===== config.mk =====
export PLATFORM = sky130hd
export DESIGN_NAME = mem_read_arbiter_flat
export DESIGN_NICKNAME = d
export VERILOG_FILES = /design/src/rtl/mem_read_arbiter_if.sv /design/src/rtl/mem_read_arbiter.sv /design/src/flat_wrapper.sv
export SDC_FILE = /design/constraint.sdc
export NUM_CORES = 1
export LEC_CHECK = 0
export CAP_MARGIN = 20
export CELL_PAD_IN_SITES_DETAIL_PLACEMENT = 1
export CELL_PAD_IN_SITES_GLOBAL_PLACEMENT = 2
export CORE_MARGIN = 2
export CORE_UTILIZATION = 30
export CTS_BUF_LIST = sky130_fd_sc_hd__clkbuf_16
export DETAILED_ROUTE_END_ITERATION = 7
export PLACE_DENSITY_LB_ADDON = 0.1
export SETUP_SLACK_MARGIN = 0.2
export SLEW_MARGIN = 20
export SYNTH_ARGS = -nofsm -noshare
export SYNTH_HDL_FRONTEND = slang
export SYNTH_SLANG_ARGS = --single-unit
export TNS_END_PERCENT = 30

===== constraint.sdc =====
create_clock -name cpu_clk -period 2.15 [get_ports cpu_clk]
set_clock_uncertainty 0.05 [all_clocks]
set_input_delay 0.43 -clock cpu_clk [delete_from_list [all_inputs] [get_ports cpu_clk]]
set_output_delay 0.43 -clock cpu_clk [all_outputs]
set_load 0.03 [all_outputs]

===== src/rtl/mem_read_arbiter_if.sv =====
// Read-request bus shared by the cache refill ports and the memory port.
// master issues ren/raddr and receives rrdy/rvalid/rdata; slave is the responder.
interface mem_read_arbiter_if #(
    parameter int CACHE_BLK_SIZE = 128
) ();
    logic                      rrdy;
    logic [3:0]                ren;
    logic [31:0]               raddr;
    logic                      rvalid;
    logic [CACHE_BLK_SIZE-1:0] rdata;

    modport master (
        output ren,
        output raddr,
        input  rrdy,
        input  rvalid,
        input  rdata
    );

    modport slave (
        input  ren,
        input  raddr,
        output rrdy,
        output rvalid,
        output rdata
    );
endinterface


===== src/rtl/mem_read_arbiter.sv =====
// Shares one memory read port between the ICache (port 0) and DCache (port 1)
// refill engines: one request slot per port, round-robin on ties, one transaction in flight.
module mem_read_arbiter #(
    parameter int CACHE_BLK_SIZE = 128
) (
    input  logic               cpu_clk,
    input  logic               cpu_rstn,
    mem_read_arbiter_if.slave  ic,
    mem_read_arbiter_if.slave  dc,
    mem_read_arbiter_if.master mem
);
    typedef enum logic [0:0] {IDLE, WAIT} state_t;

    state_t state_reg, state_next;
    logic   gnt_reg, gnt_next;
    logic   last_gnt_reg, last_gnt_next;
    logic   winner;

    logic [3:0]  mem_ren_reg, mem_ren_next;
    logic [31:0] mem_raddr_reg, mem_raddr_next;

    logic [3:0]  req_ren  [2];
    logic [31:0] req_addr [2];

    logic                      slot_valid_reg [2];
    logic [3:0]                slot_ren_reg   [2];
    logic [31:0]               slot_addr_reg  [2];
    logic                      rvalid_reg     [2];
    logic [CACHE_BLK_SIZE-1:0] rdata_reg      [2];
    logic [1:0]                deliver;

    assign req_ren[0]  = ic.ren;
    assign req_addr[0] = ic.raddr;
    assign req_ren[1]  = dc.ren;
    assign req_addr[1] = dc.raddr;

    assign ic.rrdy   = !slot_valid_reg[0];
    assign ic.rvalid = rvalid_reg[0];
    assign ic.rdata  = rdata_reg[0];
    assign dc.rrdy   = !slot_valid_reg[1];
    assign dc.rvalid = rvalid_reg[1];
    assign dc.rdata  = rdata_reg[1];

    assign mem.ren   = mem_ren_reg;
    assign mem.raddr = mem_raddr_reg;

    // With both slots pending the port that was not served last wins.
    assign winner = (slot_valid_reg[0] && slot_valid_reg[1]) ? ~last_gnt_reg : slot_valid_reg[1];

    generate
        for (genvar gi = 0; gi < 2; gi++) begin : g_port
            always_ff @(posedge cpu_clk or negedge cpu_rstn) begin
                if (!cpu_rstn) begin
                    slot_valid_reg[gi] <= 1'b0;
                    slot_ren_reg[gi]   <= '0;
                    slot_addr_reg[gi]  <= '0;
                    rvalid_reg[gi]     <= 1'b0;
                    rdata_reg[gi]      <= '0;
                end else begin
                    rvalid_reg[gi] <= deliver[gi];
                    if (deliver[gi]) begin
                        slot_valid_reg[gi] <= 1'b0;
                        rdata_reg[gi]      <= mem.rdata;
                    end else if (!slot_valid_reg[gi] && req_ren[gi] != 4'd0) begin
                        slot_valid_reg[gi] <= 1'b1;
                        slot_ren_reg[gi]   <= req_ren[gi];
                        slot_addr_reg[gi]  <= req_addr[gi];
                    end
                end
            end
        end
    endgenerate

    always_ff @(posedge cpu_clk or negedge cpu_rstn) begin
        if (!cpu_rstn) begin
            state_reg     <= IDLE;
            gnt_reg       <= 1'b0;
            last_gnt_reg  <= 1'b1;
            mem_ren_reg   <= '0;
            mem_raddr_reg <= '0;
        end else begin
            state_reg     <= state_next;
            gnt_reg       <= gnt_next;
            last_gnt_reg  <= last_gnt_next;
            mem_ren_reg   <= mem_ren_next;
            mem_raddr_reg <= mem_raddr_next;
        end
    end

    always_comb begin
        state_next     = state_reg;
        gnt_next       = gnt_reg;
        last_gnt_next  = last_gnt_reg;
        mem_ren_next   = '0;
        mem_raddr_next = '0;
        deliver        = '0;
        case (state_reg)
            IDLE: begin
                if (mem.rrdy && (slot_valid_reg[0] || slot_valid_reg[1])) begin
                    gnt_next       = winner;
                    mem_ren_next   = slot_ren_reg[winner];
                    mem_raddr_next = slot_addr_reg[winner];
                    state_next     = WAIT;
                end
            end
            WAIT: begin
                // A response in the same cycle the request is visible is accepted.
                if (mem.rvalid) begin
                    deliver[gnt_reg] = 1'b1;
                    last_gnt_next    = gnt_reg;
                    state_next       = IDLE;
                end
            end
            default: state_next = IDLE;
        endcase
    end
endmodule


===== src/flat_wrapper.sv =====
// flat-port wrapper written by rule: the top's interface ports become plain ports
module mem_read_arbiter_flat 
#(
    parameter int CACHE_BLK_SIZE = 128
)
  (cpu_clk, cpu_rstn, ic_ren, ic_raddr, ic_rrdy, ic_rvalid, ic_rdata, dc_ren, dc_raddr, dc_rrdy, dc_rvalid, dc_rdata, mem_ren, mem_raddr, mem_rrdy, mem_rvalid, mem_rdata);
  mem_read_arbiter_if #(.CACHE_BLK_SIZE(CACHE_BLK_SIZE)) ic_i ();
  mem_read_arbiter_if #(.CACHE_BLK_SIZE(CACHE_BLK_SIZE)) dc_i ();
  mem_read_arbiter_if #(.CACHE_BLK_SIZE(CACHE_BLK_SIZE)) mem_i ();
  input  logic cpu_clk;
  input  logic cpu_rstn;
  input wire logic [$bits(ic_i.ren)-1:0] ic_ren;
  input wire logic [$bits(ic_i.raddr)-1:0] ic_raddr;
  output wire logic [$bits(ic_i.rrdy)-1:0] ic_rrdy;
  output wire logic [$bits(ic_i.rvalid)-1:0] ic_rvalid;
  output wire logic [$bits(ic_i.rdata)-1:0] ic_rdata;
  input wire logic [$bits(dc_i.ren)-1:0] dc_ren;
  input wire logic [$bits(dc_i.raddr)-1:0] dc_raddr;
  output wire logic [$bits(dc_i.rrdy)-1:0] dc_rrdy;
  output wire logic [$bits(dc_i.rvalid)-1:0] dc_rvalid;
  output wire logic [$bits(dc_i.rdata)-1:0] dc_rdata;
  output wire logic [$bits(mem_i.ren)-1:0] mem_ren;
  output wire logic [$bits(mem_i.raddr)-1:0] mem_raddr;
  input wire logic [$bits(mem_i.rrdy)-1:0] mem_rrdy;
  input wire logic [$bits(mem_i.rvalid)-1:0] mem_rvalid;
  input wire logic [$bits(mem_i.rdata)-1:0] mem_rdata;
  assign ic_i.ren = ic_ren;
  assign ic_i.raddr = ic_raddr;
  assign ic_rrdy = ic_i.rrdy;
  assign ic_rvalid = ic_i.rvalid;
  assign ic_rdata = ic_i.rdata;
  assign dc_i.ren = dc_ren;
  assign dc_i.raddr = dc_raddr;
  assign dc_rrdy = dc_i.rrdy;
  assign dc_rvalid = dc_i.rvalid;
  assign dc_rdata = dc_i.rdata;
  assign mem_ren = mem_i.ren;
  assign mem_raddr = mem_i.raddr;
  assign mem_i.rrdy = mem_rrdy;
  assign mem_i.rvalid = mem_rvalid;
  assign mem_i.rdata = mem_rdata;
  mem_read_arbiter #(.CACHE_BLK_SIZE(CACHE_BLK_SIZE)) u_core (.cpu_clk(cpu_clk), .cpu_rstn(cpu_rstn), .ic(ic_i), .dc(dc_i), .mem(mem_i));
endmodule

# --- Yosys cells after proc, flatten, opt, wreduce, memory -nomap -nowiden ---
# Cells that the tools add are included.
# W data, S select, Z words.
classes:
  addsub: 0
  n_mul: 0
  div: 0
  n_lt_le_gt_ge: 3
  eq_ne: 0
  shifts: 0
  muxes: 22
  bitwise_logic: 5
  reduce_logical: 16
op_table:
  columns: ["op", "count"]
  rows:
  - ["$mux W32", 5]
  - ["$mux W4", 5]
  - ["$mux W1", 8]
  - ["$reduce_and A2 Y1", 4]
  - ["$reduce_bool A4 Y1", 2]
  - ["$logic_and A1 B1 Y1", 5]
  - ["$mux W2", 2]
  - ["$not A1 Y1", 4]
  - ["$reduce_bool A2 Y1", 2]
  - ["$ge A2 B2 Y1 const B", 1]
  - ["$logic_not A1 Y1", 2]
  - ["$lt A1 B2 Y1 const B", 1]
  - ["$not A1 Y2", 1]
  - ["$pmux W1 S2", 1]
  - ["$demux W1 S1", 1]
  - ["$ge A1 B1 Y1 const B", 1]
  - ["$logic_or A1 B1 Y1", 1]
totals:
  regBits: 371
  latchBits: 0
  mem_bits_rw: 0
  mem_bits_ro: 0
  inputBits: 204
  out_inout_bits: 296
  elab_cells: 61
  memories: 0

# --- Logic depth before layout (Yosys ltp) ---
# Gate-level depths: netlist of the first run.
depth:
  word_depth: 8
  ltp_mapped: 6
  depth_no_buf: 3

# --- Worst setup path before layout of the first run ---
# Ideal clock, no wire load.
synth_path:
  kind: "input-to-reg"
  start: "in dc_ren[1]"
  end: "reg u_core.slot_addr_reg[10] in the netlist's numbering"
  setup_ns: 0.125
  arrival_ns: 1.578
  required_time_ns: 1.975
  path_slack_ns: 0.397
  path_stages: 4
  n_path_buf: 1
  path_cell_list: "or4_4 -> nand2_4 -> buf_6 -> mux2_2"
synth_between:
  elab_chain_cells: 3
synth_lines:
  columns: ["item", "line_no", "source"]
  rows:
  - ["start: declaration", "flat_wrapper.sv:17", "input wire logic [$bits(dc_i.ren)-1:0] dc_ren;"]
  - ["$reduce_bool A4 Y1", "mem_read_arbiter.sv:64", "end else if (!slot_valid_reg[gi] && req_ren[gi] != 4'd0) begin"]
  - ["$logic_and A1 B1 Y1", "mem_read_arbiter.sv:64", null]
  - ["$reduce_and A2 Y1 (no source line)", null, null]
  - ["end signal: indexed assignment", "mem_read_arbiter.sv:67", "slot_addr_reg[gi] <= req_addr[gi];"]
  - ["end: declaration", "mem_read_arbiter.sv:27", "logic [31:0] slot_addr_reg [2];"]
# Every way passes these cells.
# A chain may end at the register's enable or synchronous reset.

# --- Final worst setup path of the first run ---
layout_path:
  start: "reg u_core.rdata_reg (netlist bit u_core.dc.rdata[91])"
  end: "out dc_rdata[91]"
layout_rtl:
  columns: ["item", "line_no", "source"]
  rows:
  - ["start: declaration", "mem_read_arbiter.sv:29", "logic [CACHE_BLK_SIZE-1:0] rdata_reg [2];"]
  - ["start signal: indexed assignment", "mem_read_arbiter.sv:63", "rdata_reg[gi] <= mem.rdata;"]
  - ["end: declaration", "flat_wrapper.sv:21", "output wire logic [$bits(dc_i.rdata)-1:0] dc_rdata;"]
# No word-level cell between the ends.

==> reports/metrics.cfg, run 1 <==
[clocking]
root_buffer = clkbuf_16
cts_tree = built
cts_max_path_buffers = 3
cts_made_buffers = 44
htreeDepth = 2
cts_num_sinks = 371
path_clk_slew_ns = 0.06
insertion_delay_ns = 0.56

[logic_synthesis]
synth_top_area_share_pct = 66.8
synth_seq_cells = 371
synth_top_cell_by_area = dfrtp_1
muxShareOfSynthArea_pct = 26.1
ys_top_cells_by_area = dfrtp_1 67%, mux2_2 26%, nand2_1 2.0%, a21oi_1 1.3%, buf_2 0.90%
synth-simple-area-share_pct = 2.63
synth_cell_types = 27
synth-compound-area-share_pct = 2.18
synth_top_family_by_area = multiplexers
synth_warnings = 0
synth_area_per_cell_um2 = 15.8
synthAdderAreaFrac_pct = 0
synth-seq-area-share_pct = 67.0
syn_inst = 877
yosys.area_share.xor_xnor_pct = 0
syn_area_um2 = 13900
syn_nets = 1081

[grt]
grt_pass1_wl_um = 67000
grt_overflow_total = 0
antenna_found_initial = 5
grt_usage_pct = 18.8
grt_pass1_vias = 10600
grt_max_degree = 61

[place]
gp_congestion = 0.749
hpwl_um = 33600
dpl_cell_area_um2 = 20100
pre_cts_slack_ns = -0.121
port_buffers = 499

[timing]
slew_violations = 0
hold_viol = 0
fin_crit_sh_pct = 97.0
setup_tns_ns = 0
rsz0062_at_grt = yes
setup_viol = 0
fmax_mhz = 480
timing.final.crit_period_ns = 2.08
fin_ws_ns = 0.0654
slew_headroom_pct = 68.5
tightest_slew_ns = 0.474

[die]
initial_core_util_pct = 30.5
coreArea_um2 = 45500
ios = 500
rows = 78
die_x_um = 219
fp.dieH_um = 219
die-area_um2 = 47900

[cells_and_area]
utilization_pct = 47.2
area_delta_synth_final_pct = 54.9
final_common_cell = dfrtp_1
fin_area_um2 = 21500
final_cell_mix = 370 x dfrtp_1, 347 x clkdlybuf4s50_1, 316 x mux2_2
final_nets = 1634
drive_gt1_share_pct = 29.5

[route]
first_pass_iters = 4
drc_errors = 0
routed_wl_um = 44900
wire_per_inst_um = 21.7
vias_per_cell = 4.48
drt_iter0_markers = 369
via_count = 9250
ant_nets = 0

[worst_setup_path]
cp_cell_sequence = clkdlybuf4s50_1
critPathSlowestCell = clkdlybuf4s50_1
crit_family = buffers and inverters
required_ns = 1.67
path_buf_inv = 1
max_stage_delay_ns = 0.69
startpoint_type = flop
cp.arrival_ns = 1.60
path_max_fanout = 2
path_class = reg2out
cp-end-kind = primary output

[outcome]
status = complete, no violations

[run]
drv_cap = 0

[pwr]
leakage_nw = 9.87
cellPowerDensity_nw_per_um2 = 1650
ir_worst_vdd_v = 0.000752
power_mw = 35.4

[min_path]
hp-class = in2async

## final timing paths
| path | endpoint | startpoint | cells after the start | slack (ns) |
|---|---|---|---|---|
| max in group asynchronous | u_core.dc.rdata[74] | cpu_rstn | 3 | 0.98 |
| setup / recovery | dc_rdata[91] | u_core.dc.rdata[91] | 1 | 0.07 |
| min in group cpu_clk | u_core.slot_addr_reg[30] | dc_raddr[30] | 2 | 0.41 |
| hold reg to reg | u_core.slot_addr_reg[30] | u_core.slot_addr_reg[30] | 1 | 0.44 |
| setup reg to reg | u_core.slot_addr_reg[44] | u_core.state_reg | 4 | 0.41 |
| hold / removal | u_core.mem.raddr[20] | cpu_rstn | 2 | 0.35 |
## Yosys cell counts, drive strengths merged
cell and instances:
o21ai 1, nand3 1, a21oi 37, nand2 76, or3 1, inv 3
and3b 1, dfrtp 370, a31oi 1, buf 42, or4 1, clkinv 1
mux2 321, a21bo 1, a21boi 1, a22o 8, clkbuf 4, nor3 1
nor4 1, dfstp 1, o211ai 1, nor2 3
## stage by stage
step	instances	hold WS, ns
final	2064	0.348
after global routing	2061	0.345
after CTS	2060	0.322
after detailed placement	1983	0.345
after global placement	1983	0.342
after floorplan	877	0.0844
## metal layers
| metal | global-route usage, % | share of wire [%] | routed length [um] |
|---|---|---|---|
| met2 | 31.9 | 50 | 22300 |
| met1 | 20.7 | 37 | 16700 |
| met5 | 0 | 0.027 | 12 |
| met4 | 6.42 | 2.7 | 1200 |
| met3 | 8.72 | 11 | 4740 |
## final cells by class
| class | instances | area [um2] |
|---|---|---|
| clock buffers | 45 | 1130 |
| flip-flops and latches | 371 | 9290 |
| repair buffers | 553 | 5830 |
| inverters | 4 | 15.0 |
| multi-input cells | 456 | 4300 |
| clock inverters | 31 | 155 |
| well taps | 600 | 751 |
| diodes | 4 | 10.0 |
| fillers | 4605 | 24000 |
## kinds of logic (layout without fill, tap and decap cells)
group,Yosys count,after routing
and+or+nand+nor,85,85
other,0,4
DFF,371,371
AOI/OAI and AO/OA,50,50
muxes,321,321
buffers and inverters,50,633
## repair_timing
action | 4_1_cts | 5_1_grt
gates resized for setup | 91 | 63
endpoints found under the hold margin | 36 | 0
hold buffers | 1 | 0
setup endpoints to repair | 296 | 212
buffers inserted | 0 | 0
## power by group
group	switching (mW)	internal (mW)	total (mW)
Combinational	9.37	7.29	16.7
Sequential	1.66	10.4	12.0
Clock	2.85	3.87	6.72
Total	13.9	21.5	35.4
Note: power is estimated with default switching activity, not from simulation.
==> run 2: changes to the inputs <==
--- a/config.mk
+++ b/config.mk
@@ -12,9 +12,8 @@
 export CORE_UTILIZATION = 30
 export CTS_BUF_LIST = sky130_fd_sc_hd__clkbuf_16
 export DETAILED_ROUTE_END_ITERATION = 7
-export PLACE_DENSITY_LB_ADDON = 0.1
+export PLACE_DENSITY = 0.78
 export SETUP_SLACK_MARGIN = 0.2
-export SLEW_MARGIN = 20
 export SYNTH_ARGS = -nofsm -noshare
 export SYNTH_HDL_FRONTEND = slang
 export SYNTH_SLANG_ARGS = --single-unit
==> reports/metrics.cfg, run 2 (synthesis gave the netlist of run 1 again) <==
[pwr]
ir_worst_vdd_v = 0.000954  ; +27%
leakage_nw = 9.82  ; -0.51%
cellPowerDensity_nw_per_um2 = 1670  ; +1.4%

[clocking]
htreeDepth = 2  ; unchanged
insertion_delay_ns = 0.55  ; about the same
cts_tree = built
path_clk_slew_ns = 0.06  ; about the same
root_buffer = clkbuf_16
cts_num_sinks = 371  ; unchanged
postCtsSetupRepairBufs = 0  ; unchanged
cts_made_buffers = 44  ; unchanged
cts_max_path_buffers = 3  ; unchanged

[grt]
grt_pass1_wl_um = 65200  ; -2.7%
grt_overflow_total = 0  ; unchanged
antenna_found_initial = 6  ; +1
grt_pass1_vias = 10700  ; +0.19%
grt_max_degree = 71  ; +16%
grt_usage_pct = 18.1  ; -0.70 points

[outcome]
status = complete, no violations

[die]
die_x_um = 219  ; unchanged
rows = 78  ; unchanged
die-area_um2 = 47900  ; unchanged
coreArea_um2 = 45500  ; unchanged
ios = 500  ; unchanged
initial_core_util_pct = 30.5  ; unchanged
fp.dieH_um = 219  ; unchanged

[worst_setup_path]
path_class = reg2out
cp_cell_sequence = clkdlybuf4s50_1
cp.arrival_ns = 1.61  ; about the same
required_ns = 1.67  ; about the same
crit_family = buffers and inverters
path_buf_inv = 1  ; unchanged
startpoint_type = flop
max_stage_delay_ns = 0.68  ; about the same
critPathSlowestCell = clkdlybuf4s50_1
ff2ff_setup_slack_ns = 0.41  ; about the same
cp-end-kind = primary output
path_max_fanout = 2  ; unchanged

[timing]
slew_violations = 0  ; unchanged
fin_crit_sh_pct = 97.3  ; +0.32 points
tightest_slew_ns = 0.483  ; +0.00870 ns
timing.final.crit_period_ns = 2.09  ; +0.00682 ns
setup_viol = 0  ; unchanged
rsz0062_at_grt = yes
slew_headroom_pct = 67.9  ; -0.58 points
hold_viol = 0  ; unchanged
fmax_mhz = 478  ; -0.33%

[route]
ant_nets = 0  ; unchanged
wire_per_inst_um = 21.2  ; -2.5%
drc_errors = 0  ; unchanged
via_count = 9379  ; +1.4%
drt_iter0_markers = 343  ; -7.0%
vias_per_cell = 4.55  ; +1.4%
routed_wl_um = 43700  ; -2.5%
first_pass_iters = 4  ; unchanged

[run]
drv_cap = 0  ; unchanged

[place]
dpl_cell_area_um2 = 20000  ; -0.76%
hpwl_um = 32000  ; -4.7%
gp_congestion = 0.772  ; +3.1%
port_buffers = 499  ; unchanged

[cells_and_area]
utilization_pct = 47.2  ; about the same
final_common_cell = dfrtp_1
fin_area_um2 = 21500  ; about the same
final_nets = 1627  ; -0.43%
area_delta_synth_final_pct = 54.9  ; about the same
final_cell_mix = 370 x dfrtp_1, 347 x clkdlybuf4s50_1, 316 x mux2_2
drive_gt1_share_pct = 30.1  ; +0.54 points

[min_path]
hp-class = in2async

run 2: changes by cell type in the layout (fill, tap and decap cells not counted):
| cell | before | now |
|---|---|---|
| buf_12 | 30 | 22 |
| buf_4 | 23 | 24 |
| bufinv_16 | 1 | 5 |
| clkbuf_16 | 45 | 44 |
| clkdlybuf4s15_1 | 1 | 3 |
| clkdlybuf4s15_2 | 1 | 2 |
| clkinv_2 | 2 | 9 |
| clkinv_4 | 0 | 2 |
| clkinv_8 | 0 | 1 |
| diode_2 | 4 | 6 |
| dlygate4sd2_1 | 86 | 83 |
| inv_1 | 18 | 9 |
| inv_16 | 0 | 1 |
| inv_6 | 2 | 1 |
run 2: through the flow:
stage | cells | hold WS (ns) | power (mW) | setup slack [ns] | TNS, ns
after detailed placement | 1976 | 0.308 | 29.6 | -0.124 | -3.21
final | 2063 | 0.311 | 35.9 | 0.0586 | 0
after floorplan | 877 | 0.0844 | 21.4 | 0.397 | 0
after global routing | 2061 | 0.327 | 37.7 | 0.00944 | 0
after global placement | 1976 | 0.309 | 29.2 | -0.0998 | -2.94
after CTS | 2057 | 0.290 | 36.6 | 0.00679 | 0
run 2: path summary, 6_finish.rpt:
check | startpoint | endpoint | cells after the start
hold reg to reg | u_core.last_gnt_reg | u_core.last_gnt_reg | 2
hold / removal | cpu_rstn | u_core.ic.rdata[104] | 2
setup reg to reg | u_core.gnt_reg | u_core.ic.rdata[122] | 4
max in group asynchronous | cpu_rstn | u_core.ic.rdata[54] | 3
setup / recovery | u_core.dc.rdata[38] | dc_rdata[38] | 1
min in group cpu_clk | dc_raddr[30] | u_core.slot_addr_reg[30] | 2
run 2: what timing repair did:
item,4_1_cts,5_1_grt
resized for setup,95,63
hold buffers,1,0
hold endpoints to repair,31,0
pin swaps,0,0
setup endpoints to repair,296,211
run 2: layout make-up:
| class | count | area (um2) |
|---|---|---|
| Fill cell | 4613 | 24000 |
| Sequential cell | 371 | 9290 |
| Timing Repair Buffer | 546 | 5690 |
| Multi-Input combinational cell | 456 | 4300 |
| Clock buffer | 44 | 1100 |
| Tap cell | 600 | 751 |
| Clock inverter | 36 | 322 |
| Inverter | 4 | 15.0 |
| Antenna cell | 6 | 15.0 |
run 2: power breakdown:
part | internal [mW] | switching [mW] | total [mW]
clock | 4.34 | 2.99 | 7.33
combinational | 7.18 | 9.32 | 16.5
sequential | 10.4 | 1.69 | 12.1
total | 21.9 | 14.0 | 35.9
run 2: metal layers:
layer,vias to the layer above,GRT usage [%],part of all wire [%],wire (um)
li1,4162,-,-,-
met1,4852,20.3,37,16200
met2,305,31.4,52,22700
met3,58,6.78,8.7,3800
met4,2,6.24,2.3,1000
met5,-,0,0.027,12
==> run 3: changes to the inputs <==
--- a/config.mk
+++ b/config.mk
@@ -5,6 +5,7 @@
 export SDC_FILE = /design/constraint.sdc
 export NUM_CORES = 1
 export LEC_CHECK = 0
+export ABC_AREA = 0
 export CAP_MARGIN = 20
 export CELL_PAD_IN_SITES_DETAIL_PLACEMENT = 1
 export CELL_PAD_IN_SITES_GLOBAL_PLACEMENT = 2
==> constraint.sdc (replaced) <==
create_clock -name cpu_clk -period 2.16 [get_ports cpu_clk]
set_clock_uncertainty 0.05 [all_clocks]
set_input_delay 0.432 -clock cpu_clk [delete_from_list [all_inputs] [get_ports cpu_clk]]
set_output_delay 0.432 -clock cpu_clk [all_outputs]
set_load 0.03 [all_outputs]
==> reports/metrics.cfg, run 3 (synthesis gave the netlist of run 1 again) <==
[timing]
setup_viol = 0  ; unchanged
fin_crit_sh_pct = 97.0
fin_ws_ns = 0.0641  ; +0.00551 ns
fmax_mhz = 477
hold_viol = 0  ; unchanged
hold_ws_ns = 0.282  ; -0.0291 ns
slew_violations = 0  ; unchanged
rsz0062_at_grt = yes
timing.final.crit_period_ns = 2.10
setup_tns_ns = 0  ; unchanged
slew_headroom_pct = 68.3  ; +0.41 points
tightest_slew_ns = 0.477  ; -0.00612 ns

[place]
placedCellCount = 1987  ; +0.56%
port_buffers = 499  ; unchanged
pre_cts_slack_ns = -0.107  ; +0.0179 ns
hpwl_um = 33100  ; +3.5%
dpl_cell_area_um2 = 20100  ; +0.66%
gp_congestion = 0.774  ; +0.21%

[clocking]
insertion_delay_ns = 0.56  ; about the same
path_clk_slew_ns = 0.06  ; about the same
htreeDepth = 2  ; unchanged
cts_max_path_buffers = 3  ; unchanged
root_buffer = clkbuf_16
cts_made_buffers = 43  ; -2.3%
cts_num_sinks = 371  ; unchanged
cts_tree = built
postCtsSetupRepairBufs = 0  ; unchanged

[cells_and_area]
drive_gt1_share_pct = 30.2  ; +0.13 points
utilization_pct = 47.3  ; +0.11 points
final_cells = 2067  ; +0.19%
fillers = 4656  ; +0.93%
final_nets = 1637  ; +0.61%
fin_area_um2 = 21500  ; +0.24%
final_common_cell = dfrtp_1
area_delta_synth_final_pct = 55.3
final_cell_mix = 370 x dfrtp_1, 347 x clkdlybuf4s50_1, 316 x mux2_2

[worst_setup_path]
cp_cell_sequence = clkdlybuf4s50_1
worstSetupPathDepth = 1  ; unchanged
required_ns = 1.68  ; about the same
max_stage_delay_ns = 0.69  ; about the same
critPathSlowestCell = clkdlybuf4s50_1
reg2reg_depth = 3  ; -1
path_buf_inv = 1  ; unchanged
crit_family = buffers and inverters
cp.arrival_ns = 1.61  ; about the same
startpoint_type = flop
path_max_fanout = 2  ; unchanged
path_class = reg2out
cp-end-kind = primary output

[die]
coreArea_um2 = 45500  ; unchanged
die_x_um = 219  ; unchanged
ios = 500  ; unchanged
initial_core_util_pct = 30.5  ; unchanged
rows = 78  ; unchanged
fp.dieH_um = 219  ; unchanged
die-area_um2 = 47900  ; unchanged

[route]
wire_per_inst_um = 21.4  ; +0.96%
vias_per_cell = 4.53  ; -0.39%
ant_nets = 0  ; unchanged
routed_wl_um = 44200  ; +1.2%
drt_iter0_markers = 305  ; -11%
first_pass_iters = 4  ; unchanged
via_count = 9361  ; -0.19%
drc_errors = 0  ; unchanged

[outcome]
status = complete, no violations

[run]
drv_cap = 0  ; unchanged

[pwr]
power_mw = 35.5  ; -1.0%
leakage_nw = 9.88  ; +0.62%
cellPowerDensity_nw_per_um2 = 1650  ; -1.2%
ir_worst_vdd_v = 0.000849  ; -11%

[grt]
grt_pass1_wl_um = 65400  ; +0.38%
grt_overflow_total = 0  ; unchanged
grt_max_degree = 84  ; +18%
grt_pass1_vias = 10600  ; -0.18%
antenna_found_initial = 5  ; -1
grt_usage_pct = 18.2  ; +0.12 points

[min_path]
hp-class = in2async

==> run 3: worst paths after layout <==
| path | start | to | slack (ns) |
|---|---|---|---|
| min in group cpu_clk | ic_raddr[16] | u_core.slot_addr_reg[48] | 0.43 |
| setup reg to reg | u_core.gnt_reg | u_core.ic.rdata[103] | 0.41 |
| max in group asynchronous | cpu_rstn | u_core.dc.rdata[63] | 1.02 |
| hold reg to reg | u_core.slot_addr_reg[48] | u_core.slot_addr_reg[48] | 0.44 |
| setup / recovery | u_core.dc.rdata[32] | dc_rdata[32] | 0.06 |
| hold / removal | cpu_rstn | u_core.dc.rdata[119] | 0.28 |
==> run 3: final cells by class <==
cell class | count | area, um2 | share of cell area [%]
Antenna cell | 3 | 7.51 | 0.0349
Sequential cell | 371 | 9290 | 43.1
Clock buffer | 44 | 1100 | 5.11
Timing Repair Buffer | 557 | 5820 | 27.0
Multi-Input combinational cell | 456 | 4300 | 20.0
Clock inverter | 32 | 251 | 1.17
Inverter | 4 | 15.0 | 0.0697
Tap cell | 600 | 751 | 3.49
==> run 3: what timing repair did <==
item | in CTS | in global routing
resized for setup | 92 | 63
hold buffers | 1 | 0
setup endpoints to repair | 296 | 210
hold endpoints to repair | 42 | 0
==> run 3: power by group <==
part | switching, mW | total, mW | leakage (nW) | internal (mW)
Clock | 2.87 | 7.02 | 0.697 | 4.15
Combinational | 9.30 | 16.5 | 4.73 | 7.21
Sequential | 1.69 | 12.0 | 4.45 | 10.3
Total | 13.9 | 35.5 | 9.88 | 21.7
==> run 3: routing by layer <==
| layer | global-route usage (%) | share of wire (%) | vias up |
|---|---|---|---|
| li1 | - | - | 4175 |
| met1 | 20.0 | 37 | 4804 |
| met2 | 32.3 | 52 | 309 |
| met3 | 6.93 | 8.9 | 69 |
| met4 | 5.88 | 2.4 | 4 |
| met5 | 0 | 0.077 | - |
